`config.mk`:
```
export PLATFORM = sky130hd
export DESIGN_NAME = cpu_run_controller_flat
export DESIGN_NICKNAME = d
export VERILOG_FILES = /design/src/rtl/cpu_run_controller_if.sv /design/src/rtl/cpu_run_controller.sv /design/src/flat_wrapper.sv
export SDC_FILE = /design/constraint.sdc
export NUM_CORES = 1
export LEC_CHECK = 0
export CORE_MARGIN = 4
export CORE_UTILIZATION = 58
export CTS_CLUSTER_DIAMETER = 150
export DETAILED_ROUTE_END_ITERATION = 12
export DONT_BUFFER_PORTS = 1
export GPL_ROUTABILITY_DRIVEN = 0
export PLACE_DENSITY = 0.76
export SYNTH_ARGS = -nofsm -noshare
export SYNTH_HDL_FRONTEND = slang
export SYNTH_SLANG_ARGS = --single-unit
export TNS_END_PERCENT = 100
```
`constraint.sdc`:
```
create_clock -name clk -period 2.4 [get_ports clk]
set_clock_uncertainty 0.15 [all_clocks]
set_input_delay 0.48 -clock clk [delete_from_list [all_inputs] [get_ports clk]]
set_output_delay 0.48 -clock clk [all_outputs]
set_load 0.005 [all_outputs]
```
`src/rtl/cpu_run_controller_if.sv`:
```
// ---------------------------------------------------------------------------
// cpu_run_controller_if
//   Bundles the host command pulses, the core status inputs and the run
//   controller outputs into one port group.
//
//   master : host/testbench side (drives commands and core status, observes
//            the controller outputs)
//   slave  : cpu_run_controller side
//
//   Command protocol: start/restart/stop/step are single-cycle pulses sampled
//   on the rising clock edge. There is no ready/acknowledge; a pulse that
//   arrives in a state where the command has no meaning is dropped, never
//   queued. Progress is observed through state/halted/halt_cause.
// ---------------------------------------------------------------------------
interface cpu_run_controller_if #(
  parameter int PC_WIDTH  = 64,
  parameter int CNT_WIDTH = 32
);
  // host commands
  logic                 start;
  logic                 restart;
  logic                 stop;
  logic                 step;
  // debug configuration
  logic                 bp_enable;
  logic [PC_WIDTH-1:0]  bp_addr;
  logic                 halt_on_dbz;
  // core status
  logic [PC_WIDTH-1:0]  pc;
  logic [31:0]          instr;
  logic                 divide_by_zero_flag;
  // controller outputs
  logic                 cpu_enable;
  logic                 cpu_reset;
  logic [2:0]           state;
  logic                 halted;
  logic [2:0]           halt_cause;
  logic [CNT_WIDTH-1:0] instr_count;

  modport master (
    output start, restart, stop, step, bp_enable, bp_addr, halt_on_dbz,
           pc, instr, divide_by_zero_flag,
    input  cpu_enable, cpu_reset, state, halted, halt_cause, instr_count
  );

  modport slave (
    input  start, restart, stop, step, bp_enable, bp_addr, halt_on_dbz,
           pc, instr, divide_by_zero_flag,
    output cpu_enable, cpu_reset, state, halted, halt_cause, instr_count
  );
endinterface

```
`src/rtl/cpu_run_controller.sv`:
```
// ---------------------------------------------------------------------------
// cpu_run_controller
//   Run/debug sequencer for the single-cycle RISC-V core. Holds the core in
//   reset for RST_CYCLES, free-runs it, single-steps it and halts it on a
//   stop command, PC breakpoint, EBREAK, divide-by-zero or instruction limit.
//
// Ports
//   clk    : system clock, rising edge
//   reset  : asynchronous active-low reset of this block
//   bus    : cpu_run_controller_if.slave
//            in : start, restart, stop, step, bp_enable, bp_addr,
//                 halt_on_dbz, pc, instr, divide_by_zero_flag
//            out: cpu_enable (combinational), cpu_reset (registered),
//                 state (0 IDLE,1 CPURST,2 RUN,3 STEP,4 HALT), halted,
//                 halt_cause (0 none,1 stop,2 bp,3 ebreak,4 dbz,5 limit,
//                 6 step-done), instr_count (saturating)
// ---------------------------------------------------------------------------
module cpu_run_controller #(
  parameter int PC_WIDTH   = 64,
  parameter int CNT_WIDTH  = 32,
  parameter int RST_CYCLES = 2,
  parameter int MAX_CYCLES = 0
) (
  input logic                 clk,
  input logic                 reset,
  cpu_run_controller_if.slave bus
);

  typedef enum logic [2:0] {
    ST_IDLE   = 3'd0,
    ST_CPURST = 3'd1,
    ST_RUN    = 3'd2,
    ST_STEP   = 3'd3,
    ST_HALT   = 3'd4
  } state_e;

  localparam logic [2:0] CAUSE_NONE  = 3'd0;
  localparam logic [2:0] CAUSE_STOP  = 3'd1;
  localparam logic [2:0] CAUSE_BP    = 3'd2;
  localparam logic [2:0] CAUSE_EBRK  = 3'd3;
  localparam logic [2:0] CAUSE_DBZ   = 3'd4;
  localparam logic [2:0] CAUSE_LIMIT = 3'd5;
  localparam logic [2:0] CAUSE_STEP  = 3'd6;

  localparam logic [31:0] EBREAK = 32'h0010_0073;
  localparam int          RW     = (RST_CYCLES > 1) ? $clog2(RST_CYCLES) : 1;
  localparam logic [RW-1:0]        RST_LAST = RW'(RST_CYCLES - 1);
  localparam logic [CNT_WIDTH-1:0] LIMIT    = CNT_WIDTH'(MAX_CYCLES);

  state_e               state_q, state_d;
  logic [RW-1:0]        rst_cnt_q, rst_cnt_d;
  logic                 cpu_reset_q, cpu_reset_d;
  logic [2:0]           cause_q, cause_d;
  logic [CNT_WIDTH-1:0] count_q, count_d;
  logic                 bp_skip_q, bp_skip_d;

  logic                 cpu_enable;
  logic                 halt_hit;
  logic [2:0]           hit_cause;
  logic                 enter_rst;

  // Halt conditions, highest priority first.
  always_comb begin
    halt_hit  = 1'b1;
    hit_cause = CAUSE_NONE;
    if (bus.stop)                                   hit_cause = CAUSE_STOP;
    else if (bus.halt_on_dbz && bus.divide_by_zero_flag) hit_cause = CAUSE_DBZ;
    else if (bus.instr == EBREAK)                   hit_cause = CAUSE_EBRK;
    else if (bus.bp_enable && (bus.pc == bus.bp_addr) && !bp_skip_q)
                                                    hit_cause = CAUSE_BP;
    else if ((MAX_CYCLES != 0) && (count_q == LIMIT)) hit_cause = CAUSE_LIMIT;
    else                                            halt_hit  = 1'b0;
  end

  always_comb begin
    state_d    = state_q;
    rst_cnt_d  = rst_cnt_q;
    cause_d    = cause_q;
    count_d    = count_q;
    bp_skip_d  = bp_skip_q;
    cpu_enable = 1'b0;
    enter_rst  = 1'b0;

    case (state_q)
      ST_IDLE: begin
        if (bus.start) enter_rst = 1'b1;
      end
      ST_CPURST: begin
        if (bus.restart)               enter_rst = 1'b1;
        else if (rst_cnt_q == RST_LAST) state_d  = ST_RUN;
        else                           rst_cnt_d = rst_cnt_q + 1'b1;
      end
      ST_RUN: begin
        if (bus.restart) begin
          enter_rst = 1'b1;
        end else if (halt_hit) begin
          state_d = ST_HALT;
          cause_d = hit_cause;
        end else begin
          cpu_enable = 1'b1;
          bp_skip_d  = 1'b0;
        end
      end
      ST_STEP: begin
        if (bus.restart) begin
          enter_rst = 1'b1;
        end else begin
          cpu_enable = 1'b1;
          state_d    = ST_HALT;
          cause_d    = CAUSE_STEP;
        end
      end
      ST_HALT: begin
        if (bus.restart) begin
          enter_rst = 1'b1;
        end else if (bus.start) begin
          // Let a resume at the breakpoint PC execute that instruction once.
          state_d   = ST_RUN;
          bp_skip_d = 1'b1;
        end else if (bus.step) begin
          state_d = ST_STEP;
        end
      end
      default: state_d = ST_IDLE;
    endcase

    if (enter_rst) begin
      state_d   = ST_CPURST;
      rst_cnt_d = '0;
      count_d   = '0;
      cause_d   = CAUSE_NONE;
      bp_skip_d = 1'b0;
    end

    if (cpu_enable && (count_q != '1)) count_d = count_q + 1'b1;

    // Core reset follows the next state so it drops on the edge into RUN.
    cpu_reset_d = (state_d == ST_IDLE) || (state_d == ST_CPURST);
  end

  always_ff @(posedge clk or negedge reset) begin
    if (!reset) begin
      state_q     <= ST_IDLE;
      rst_cnt_q   <= '0;
      cpu_reset_q <= 1'b1;
      cause_q     <= CAUSE_NONE;
      count_q     <= '0;
      bp_skip_q   <= 1'b0;
    end else begin
      state_q     <= state_d;
      rst_cnt_q   <= rst_cnt_d;
      cpu_reset_q <= cpu_reset_d;
      cause_q     <= cause_d;
      count_q     <= count_d;
      bp_skip_q   <= bp_skip_d;
    end
  end

  assign bus.cpu_enable  = cpu_enable;
  assign bus.cpu_reset   = cpu_reset_q;
  assign bus.state       = state_q;
  assign bus.halted      = (state_q == ST_HALT);
  assign bus.halt_cause  = cause_q;
  assign bus.instr_count = count_q;

endmodule
```
`src/flat_wrapper.sv`:
```
// flat-port wrapper written by rule: the top's interface ports become plain ports
module cpu_run_controller_flat 
#(
  parameter int PC_WIDTH   = 64,
  parameter int CNT_WIDTH  = 32,
  parameter int RST_CYCLES = 2,
  parameter int MAX_CYCLES = 0
)
  (clk, reset, bus_start, bus_restart, bus_stop, bus_step, bus_bp_enable, bus_bp_addr, bus_halt_on_dbz, bus_pc, bus_instr, bus_divide_by_zero_flag, bus_cpu_enable, bus_cpu_reset, bus_state, bus_halted, bus_halt_cause, bus_instr_count);
  cpu_run_controller_if #(.PC_WIDTH(PC_WIDTH), .CNT_WIDTH(CNT_WIDTH)) bus_i ();
  input logic clk;
  input logic reset;
  input wire logic [$bits(bus_i.start)-1:0] bus_start;
  input wire logic [$bits(bus_i.restart)-1:0] bus_restart;
  input wire logic [$bits(bus_i.stop)-1:0] bus_stop;
  input wire logic [$bits(bus_i.step)-1:0] bus_step;
  input wire logic [$bits(bus_i.bp_enable)-1:0] bus_bp_enable;
  input wire logic [$bits(bus_i.bp_addr)-1:0] bus_bp_addr;
  input wire logic [$bits(bus_i.halt_on_dbz)-1:0] bus_halt_on_dbz;
  input wire logic [$bits(bus_i.pc)-1:0] bus_pc;
  input wire logic [$bits(bus_i.instr)-1:0] bus_instr;
  input wire logic [$bits(bus_i.divide_by_zero_flag)-1:0] bus_divide_by_zero_flag;
  output wire logic [$bits(bus_i.cpu_enable)-1:0] bus_cpu_enable;
  output wire logic [$bits(bus_i.cpu_reset)-1:0] bus_cpu_reset;
  output wire logic [$bits(bus_i.state)-1:0] bus_state;
  output wire logic [$bits(bus_i.halted)-1:0] bus_halted;
  output wire logic [$bits(bus_i.halt_cause)-1:0] bus_halt_cause;
  output wire logic [$bits(bus_i.instr_count)-1:0] bus_instr_count;
  assign bus_i.start = bus_start;
  assign bus_i.restart = bus_restart;
  assign bus_i.stop = bus_stop;
  assign bus_i.step = bus_step;
  assign bus_i.bp_enable = bus_bp_enable;
  assign bus_i.bp_addr = bus_bp_addr;
  assign bus_i.halt_on_dbz = bus_halt_on_dbz;
  assign bus_i.pc = bus_pc;
  assign bus_i.instr = bus_instr;
  assign bus_i.divide_by_zero_flag = bus_divide_by_zero_flag;
  assign bus_cpu_enable = bus_i.cpu_enable;
  assign bus_cpu_reset = bus_i.cpu_reset;
  assign bus_state = bus_i.state;
  assign bus_halted = bus_i.halted;
  assign bus_halt_cause = bus_i.halt_cause;
  assign bus_instr_count = bus_i.instr_count;
  cpu_run_controller #(.PC_WIDTH(PC_WIDTH), .CNT_WIDTH(CNT_WIDTH), .RST_CYCLES(RST_CYCLES), .MAX_CYCLES(MAX_CYCLES)) u_core (.clk(clk), .reset(reset), .bus(bus_i));
endmodule
```
==> results of run 1 <==
what timing repair did:
action | in CTS | in global routing
gates resized for setup | 12 | 10
endpoints found under the hold margin | 41 | 0
setup endpoints to repair | 33 | 39
setup buffers | 5 | 1
hold buffers | 2 | 0
cloned | 1 | 0
pin swaps | 5 | 6
registers in the layout, indices dropped and copies added, names as in the netlist:
signal and count:
u_core.bus.instr_count 32, u_core.bus.halt_cause 3, u_core.bus.state 3, u_core.bp_skip_q 1
u_core.bus.cpu_reset 1, u_core.rst_cnt_q 1
layout by cell type, fill, tap and decap left out, types with 4 or more instances in the layout:
| master | netlist | routed |
|---|---|---|
| a21oi_1 | 9 | 9 |
| a221o_1 | 22 | 22 |
| a22o_1 | 4 | 4 |
| and3_1 | 25 | 21 |
| and3_4 | 0 | 4 |
| buf_12 | 0 | 4 |
| buf_4 | 0 | 64 |
| clkbuf_8 | 0 | 5 |
| dfrtp_1 | 40 | 40 |
| inv_1 | 19 | 19 |
| nand2_1 | 31 | 30 |
| nand2b_1 | 6 | 5 |
| nand3_1 | 14 | 14 |
| nand4_1 | 15 | 15 |
| nor2_1 | 43 | 43 |
| nor2b_1 | 6 | 6 |
| nor3_1 | 8 | 7 |
| nor4_1 | 9 | 8 |
| o21ai_0 | 9 | 6 |
| o22ai_1 | 4 | 4 |
| or2_2 | 6 | 6 |
| xnor2_1 | 35 | 35 |
| xor2_1 | 14 | 14 |
worst max-delay path by stage:
stage	from	to	slack, ps	cells past startpoint
4_1_cts	u_core.bp_skip_q	bus_cpu_enable	-250	7
5_1_grt	u_core.bp_skip_q	bus_cpu_enable	-300	7
2_1_floorplan	u_core.bus.instr_count[0]	u_core.bus.instr_count[6]	-180	11
6_report	u_core.bus.state[2]	u_core.bus.instr_count[25]	-220	9
3_3_place_gp	bus_bp_addr[30]	u_core.bus.instr_count[14]	-390	10
3_5_place_dp	bus_bp_addr[30]	u_core.bus.instr_count[14]	-430	10
metal layers:
layer / GRT usage [%] / part of all wire (%) / vias up
met5: 0 / 0 / -
li1: - / - / 1577
met3: 9.576 / 8.8 / 39
met2: 53.43 / 49 / 185
met4: 19.74 / 6.6 / 0
met1: 34.26 / 35 / 1610
layout make-up:
cell class / instances / share of cell area [%]
Clock buffer: 5 / 1.649
Timing Repair Buffer: 72 / 14.87
Tap cell: 72 / 2.159
Inverter: 19 / 1.709
Antenna cell: 2 / 0.1199
Sequential cell: 41 / 24.62
Multi-Input combinational cell: 319 / 54.03
Clock inverter: 2 / 0.8396
power groups by stage:
| stage | Combinational (mW) | Clock, mW | Sequential [mW] |
|---|---|---|---|
| finish | 0.949 | 0.554 | 0.821 |
| global route | 1.03 | 0.584 | 0.830 |
| CTS | 0.925 | 0.554 | 0.819 |
| detailed placement | 0.835 | 0 | 0.828 |
| global placement | 0.808 | 0 | 0.824 |
| floorplan | 0.554 | 0 | 0.820 |
cells by family after synthesis:
logic type | Yosys count
adders and majority gates | 1
and+or+nand+nor | 189
buffers and inverters | 30
muxes | 7
xor gates and xnor gates | 49
DFF | 41
AOI/OAI and AO/OA | 73
stage by stage:
stage	util [%]	worst slack, ps	setup TNS [ps]	hold slack [ps]	area [sq um]
finish	75.32	-219.7	-5067	86.80	4173
global route	75.23	-304.6	-8232	79.48	4168
CTS	74.19	-252.6	-6030	88.58	4110
detailed placement	69.87	-425.0	-12860	35.15	3871
global placement	69.87	-390.4	-11850	35.33	3871
floorplan	-	-183.8	-4226	34.41	3358
==> summary.txt, run 1 <==
Pwr
  • Clock power frac: 23.8%
  • Power share of the sequential group: 35.3%
  • Total design power: 2.324 mW
  • Worst VDD drop: 486.5 uV
  • Sw Ratio: 34.40%
  • Sw Pwr: 799.3 uW
  • Pwr Density: 556.8 nW/um^2
  • Internal power: 1.524 mW
  • Comb power frac: 40.8%
  • Leak Pwr: 1.900 nW

Global route
  • Total Routing Usage GR: 31.58%
  • First-pass GRT wire length: 17600 um
  • Number of global-route vias before repair: 3423
  • Initial antenna violation count: 0
  • GRT overflow: 0
  • Largest net degree at the start of global routing: 42

Placed design
  • Placed cells: 514
  • Half-perimeter wire length after placement: 9107 um
  • Buffers added on ports: 0

Worst setup path
  • Internal reg-to-reg setup slack: -220 ps
  • Setup Crit Path Kind: reg -> reg
  • Max stage delay on crit path: 520 ps
  • Critical Path Start Type: register
  • Most used cell, CP: buf_12
  • Worst r2r dst: u_core.bus.instr_count[25]
  • FF-to-FF Start: u_core.bus.state[2]
  • WP data required: 2420 ps
  • WP buf/inv: 3
  • Critical path fanouts, max: 22
  • Cells on worst reg2reg path: 9
  • Slowest CP cell: or4_4
  • Delay-heaviest family, CP: compound AO/OA/AOI/OAI gates
  • Critical Path, Cell by Cell: nand2b_4, or4_4, a21o_4, buf_4, a21oi_4, buf_12, nor2_4, buf_12, a221o_1
  • Crit end category: register
  • CP arrival: 2640 ps

Floorplanning
  • Die H: 83.87 um
  • Num rows: 27
  • I/O pin cnt: 210
  • Initial Util: 60.25%
  • Area of the core: 5540 sq um
  • Die ar.: 7033 sq um
  • Die width: 83.87 um

Worst hold path
  • Worst Hold Class: in -> reg
  • Min-Delay Path Depth: 1
  • Worst Hold Path EP: u_core.bus.state[2]
  • Min-delay src: bus_restart

Timing
  • Normalized max-slew margin: 74.24%
  • Final period util: 109.2%
  • Max Clk Rate: 381.7 MHz
  • Fin. max-slew vios: 0
  • Worst-Margin Slew: 376.7 ps
  • Final hold violation count: 0
  • Min Tclk post-route: 2620 ps
  • Final setup violation count: 32
  • RSZ-0062 raised after global routing: yes
  • Setup ws final: -219.7 ps

Synthesis
  • Dominant cell type by area after synthesis: dfrtp_1
  • #FFs+latches synth: 41
  • Largest family of logic cells by synthesized area: simple AND/OR/NAND/NOR gates
  • Dominant synthesized flop cell: dfrtp_1
  • Cells after Synth: 390
  • Register area share after synthesis: 30.77%
  • Mux cell area share after synthesis: 2.699%
  • Synth Area per Inst: 8.559 sq um
  • Syn Nets: 560
  • Number of flops mapped to enable cells by yosys: 0
  • Synth unique cells: 57
  • Most frequent cell after synthesis: nor2_1
  • Compound-cell area share of the yosys netlist: 17.80%
  • Post-Syn Area: 3338 sq um
  • XOR/XNOR Fraction of Synth Area: 12.86%
  • Yosys warning count: 0
  • Synth Area in Simple Gates: 31.11%
  • Adder-cell share of the synthesized area: 0.3748%
  • Asr flop ratio synth: 100.0%
  • Synth top area cells: dfrtp_1, xnor2_1, a221o_1, nor2_1, and3_1
  • Top-area cell type share of the netlist area: 29.99%
  • Synth cell count leaders: nor2_1, dfrtp_1, xnor2_1

Status
  • Failing checks: setup timing
  • Outcome: finished with violations

Detailed routing
  • Antenna Nets Post-Route: 0
  • WL final: 11410 um
  • DRC Markers: 0
  • Per-cell routed wire length: 21.44 um
  • DR iter-0 viols: 232
  • Via total after detailed routing: 3411
  • TritonRoute pass-1 iters: 4
  • Routed vias/inst: 6.412

Finish
  • Area occupied by multi-input gates: 2255 sq um
  • Post-Layout Cell Count: 532
  • Storage cell area: 1027 sq um
  • P&R area growth vs syn: 25.00%
  • Share of cells above drive strength 1: 25.11%
  • Final nets: 628
  • Filler instances: 423

Clock network
  • TritonCTS clock tree: built
  • Total CTS buffers: 5
  • Clock sink count: 41
  • Maximum root-to-sink buffer count: 2
  • Clock transition at path regs: 80 ps
  • Root Buffer: clkbuf_8
  • H-Tree Depth: 2
  • Worst skew pair latency: 300 ps

Flow run
  • Max-cap viol count: 0
Power figures use the tool's default switching activity.
==> inputs of run 2 (changes only) <==
CAP_MARGIN = 25   (was unset)
SETUP_SLACK_MARGIN = 0.05   (was unset)
==> run 2 against run 1 <==
The flow still finishes with violations (setup timing). Clock power hardly changed. Fmax about the same. Die area stayed put. Wire length fell by 0.45%. Clock-buffer cell count stayed put. Utilization is 0.18 points higher. Critical endpoint unchanged. Largest cell class unchanged. Largest power group unchanged. Highest routed layer unchanged.
==> summary.txt, run 2 (same netlist as run 1, synthesis figures left out) <==
Status
  • Outcome: finished with violations
  • Failing checks: setup timing

Clock network
  • Worst skew pair latency: 300 ps
  • Total CTS buffers: 5
  • TritonCTS clock tree: built
  • H-Tree Depth: 2
  • Root Buffer: clkbuf_8
  • Clock sink count: 41
  • Maximum root-to-sink buffer count: 2
  • Clock transition at path regs: 80 ps

Global route
  • GRT overflow: 0
  • M3 GR Usage: 9.576%
  • GRT busiest layer: met2
  • Initial antenna violation count: 0
  • First-pass GRT wire length: 17600 um
  • Number of global-route vias before repair: 3423
  • Routing usage on met1: 34.26%
  • M2 GR Usage: 53.43%
  • Total Routing Usage GR: 31.58%
  • Largest net degree at the start of global routing: 42

Finish
  • Final nets: 628
  • Util after Layout: 75.50%
  • Share of cells above drive strength 1: 25.55%
  • Max reg flops: 32
  • P&R area growth vs syn: 25.30%
  • Filler instances: 420
  • Storage cell area: 1027 sq um
  • Commonest non-fill, non-tap cell in the layout: buf_4
  • Most frequent cells in the layout: buf_4, nor2_1, dfrtp_1, xnor2_1, nand2_1
  • Area occupied by multi-input gates: 2261 sq um

Timing
  • Worst-Margin Slew: 376.6 ps
  • Final hold violation count: 0
  • Min Tclk post-route: 2618 ps
  • Final setup violation count: 31
  • Fin. max-slew vios: 0
  • Normalized max-slew margin: 74.24%
  • Final period util: 109.1%
  • Setup ws final: -217.7 ps
  • RSZ-0062 raised after global routing: yes
  • Max Clk Rate: 382.0 MHz

Worst setup path
  • Crit end category: register
  • CP arrival: 2640 ps
  • Max stage delay on crit path: 520 ps
  • Most used cell, CP: buf_12
  • Critical Path, Cell by Cell: nand2b_4, or4_4, a21o_4, buf_4, a21oi_4, buf_12, nor2_4, buf_12, a221o_1
  • Setup Crit Path Kind: reg -> reg
  • Slowest CP cell: or4_4
  • Critical Path Start Type: register
  • WP data required: 2420 ps
  • Critical path fanouts, max: 22

Pwr
  • Power share of the sequential group: 35.3%
  • Worst VDD drop: 486.4 uV
  • Clock power frac: 23.8%
  • Pwr Density: 555.3 nW/um^2
  • Comb power frac: 40.9%
  • Sw Pwr: 798.4 uW
  • Leak Pwr: 1.904 nW
  • Internal power: 1.525 mW
  • Sw Ratio: 34.37%

Floorplanning
  • Area of the core: 5540 sq um
  • I/O pin cnt: 210
  • Initial Util: 60.25%
  • Die width: 83.87 um
  • Die ar.: 7033 sq um
  • Die H: 83.87 um
  • Num rows: 27

Detailed routing
  • Per-cell routed wire length: 21.35 um
  • DR iter-0 viols: 182
  • Antenna Nets Post-Route: 0
  • WL final: 11360 um
  • DRC Markers: 0
  • Via total after detailed routing: 3413
  • Routed vias/inst: 6.415
  • TritonRoute pass-1 iters: 4

Placed design
  • Buffers added on ports: 0
  • Half-perimeter wire length after placement: 9107 um
  • Post-Place Worst Slack: -425.0 ps

Worst hold path
  • Worst Hold Class: in -> reg

Flow run
  • Max-cap viol count: 0
-- run 2: final timing paths --
kind | cells after the start | slack (ps) | endpoint | from
hold reg to reg | 2 | 400 | u_core.rst_cnt_q | u_core.rst_cnt_q
min in group asynchronous | 2 | 520 | u_core.bus.instr_count[20] | reset
max in group asynchronous | 2 | 1310 | u_core.bus.cpu_reset | reset
setup / recovery | 9 | -220 | u_core.bus.instr_count[25] | u_core.bus.state[2]
setup reg to reg | 9 | -220 | u_core.bus.instr_count[25] | u_core.bus.state[2]
hold / removal | 1 | 90 | u_core.bus.state[2] | bus_restart
-- run 2: power by group through the flow --
stage          Sequential [mW]  Combinational (mW)  Clock (mW)
2_1_floorplan            0.820               0.554           0
3_3_place_gp             0.824               0.808           0
3_5_place_dp             0.828               0.835           0
4_1_cts                  0.819               0.925       0.554
5_1_grt                  0.830                1.03       0.584
6_report                 0.821               0.949       0.553
-- run 2: worst max-delay path, delay by kind of cell (launching register included) --
kind | cells | cell delay, ps
AO/OA/AOI/OAI | 3 | 780
buffers and inverters | 3 | 470
flip-flops | 1 | 390
AND/OR/NAND/NOR | 3 | 700
-- run 2: cell type report --
class | count | area share, %
inverter | 19 | 1.705
multi-input combinational | 319 | 54.05
clock inverter | 2 | 0.8376
antenna | 2 | 0.1197
clock buffer | 5 | 1.645
sequential | 41 | 24.56
tap | 72 | 2.154
timing repair buffer | 72 | 14.93
-- run 2: what timing repair did --
item / CTS / global route
setup endpoints to repair: 34 / 39
setup buffers: 5 / 1
gates resized for setup: 12 / 14
endpoints found under the hold margin: 41 / 0
pin swaps: 5 / 6
hold buffers: 2 / 0
gates cloned: 1 / 0
-- run 2: layer usage --
layer  vias to the layer above  part of all wire (%)
li1                       1579                     -
met1                      1624                    35
met2                       173                    50
met3                        37                   8.4
met4                         0                   6.5
met5                         -                     0
-- run 2: through the flow --
| step | instance area, sq um | std cells | power [mW] | TNS, ps | hold slack, ps |
|---|---|---|---|---|---|
| after global placement | 3871 | 514 | 1.632 | -11850 | 35.33 |
| after detailed placement | 3871 | 514 | 1.662 | -12860 | 35.15 |
| after global routing | 4178 | 530 | 2.444 | -8237 | 79.48 |
| after CTS | 4110 | 529 | 2.298 | -6030 | 88.58 |
| final | 4183 | 532 | 2.323 | -5156 | 90.54 |
| after floorplan | 3358 | 390 | 1.374 | -4226 | 34.41 |
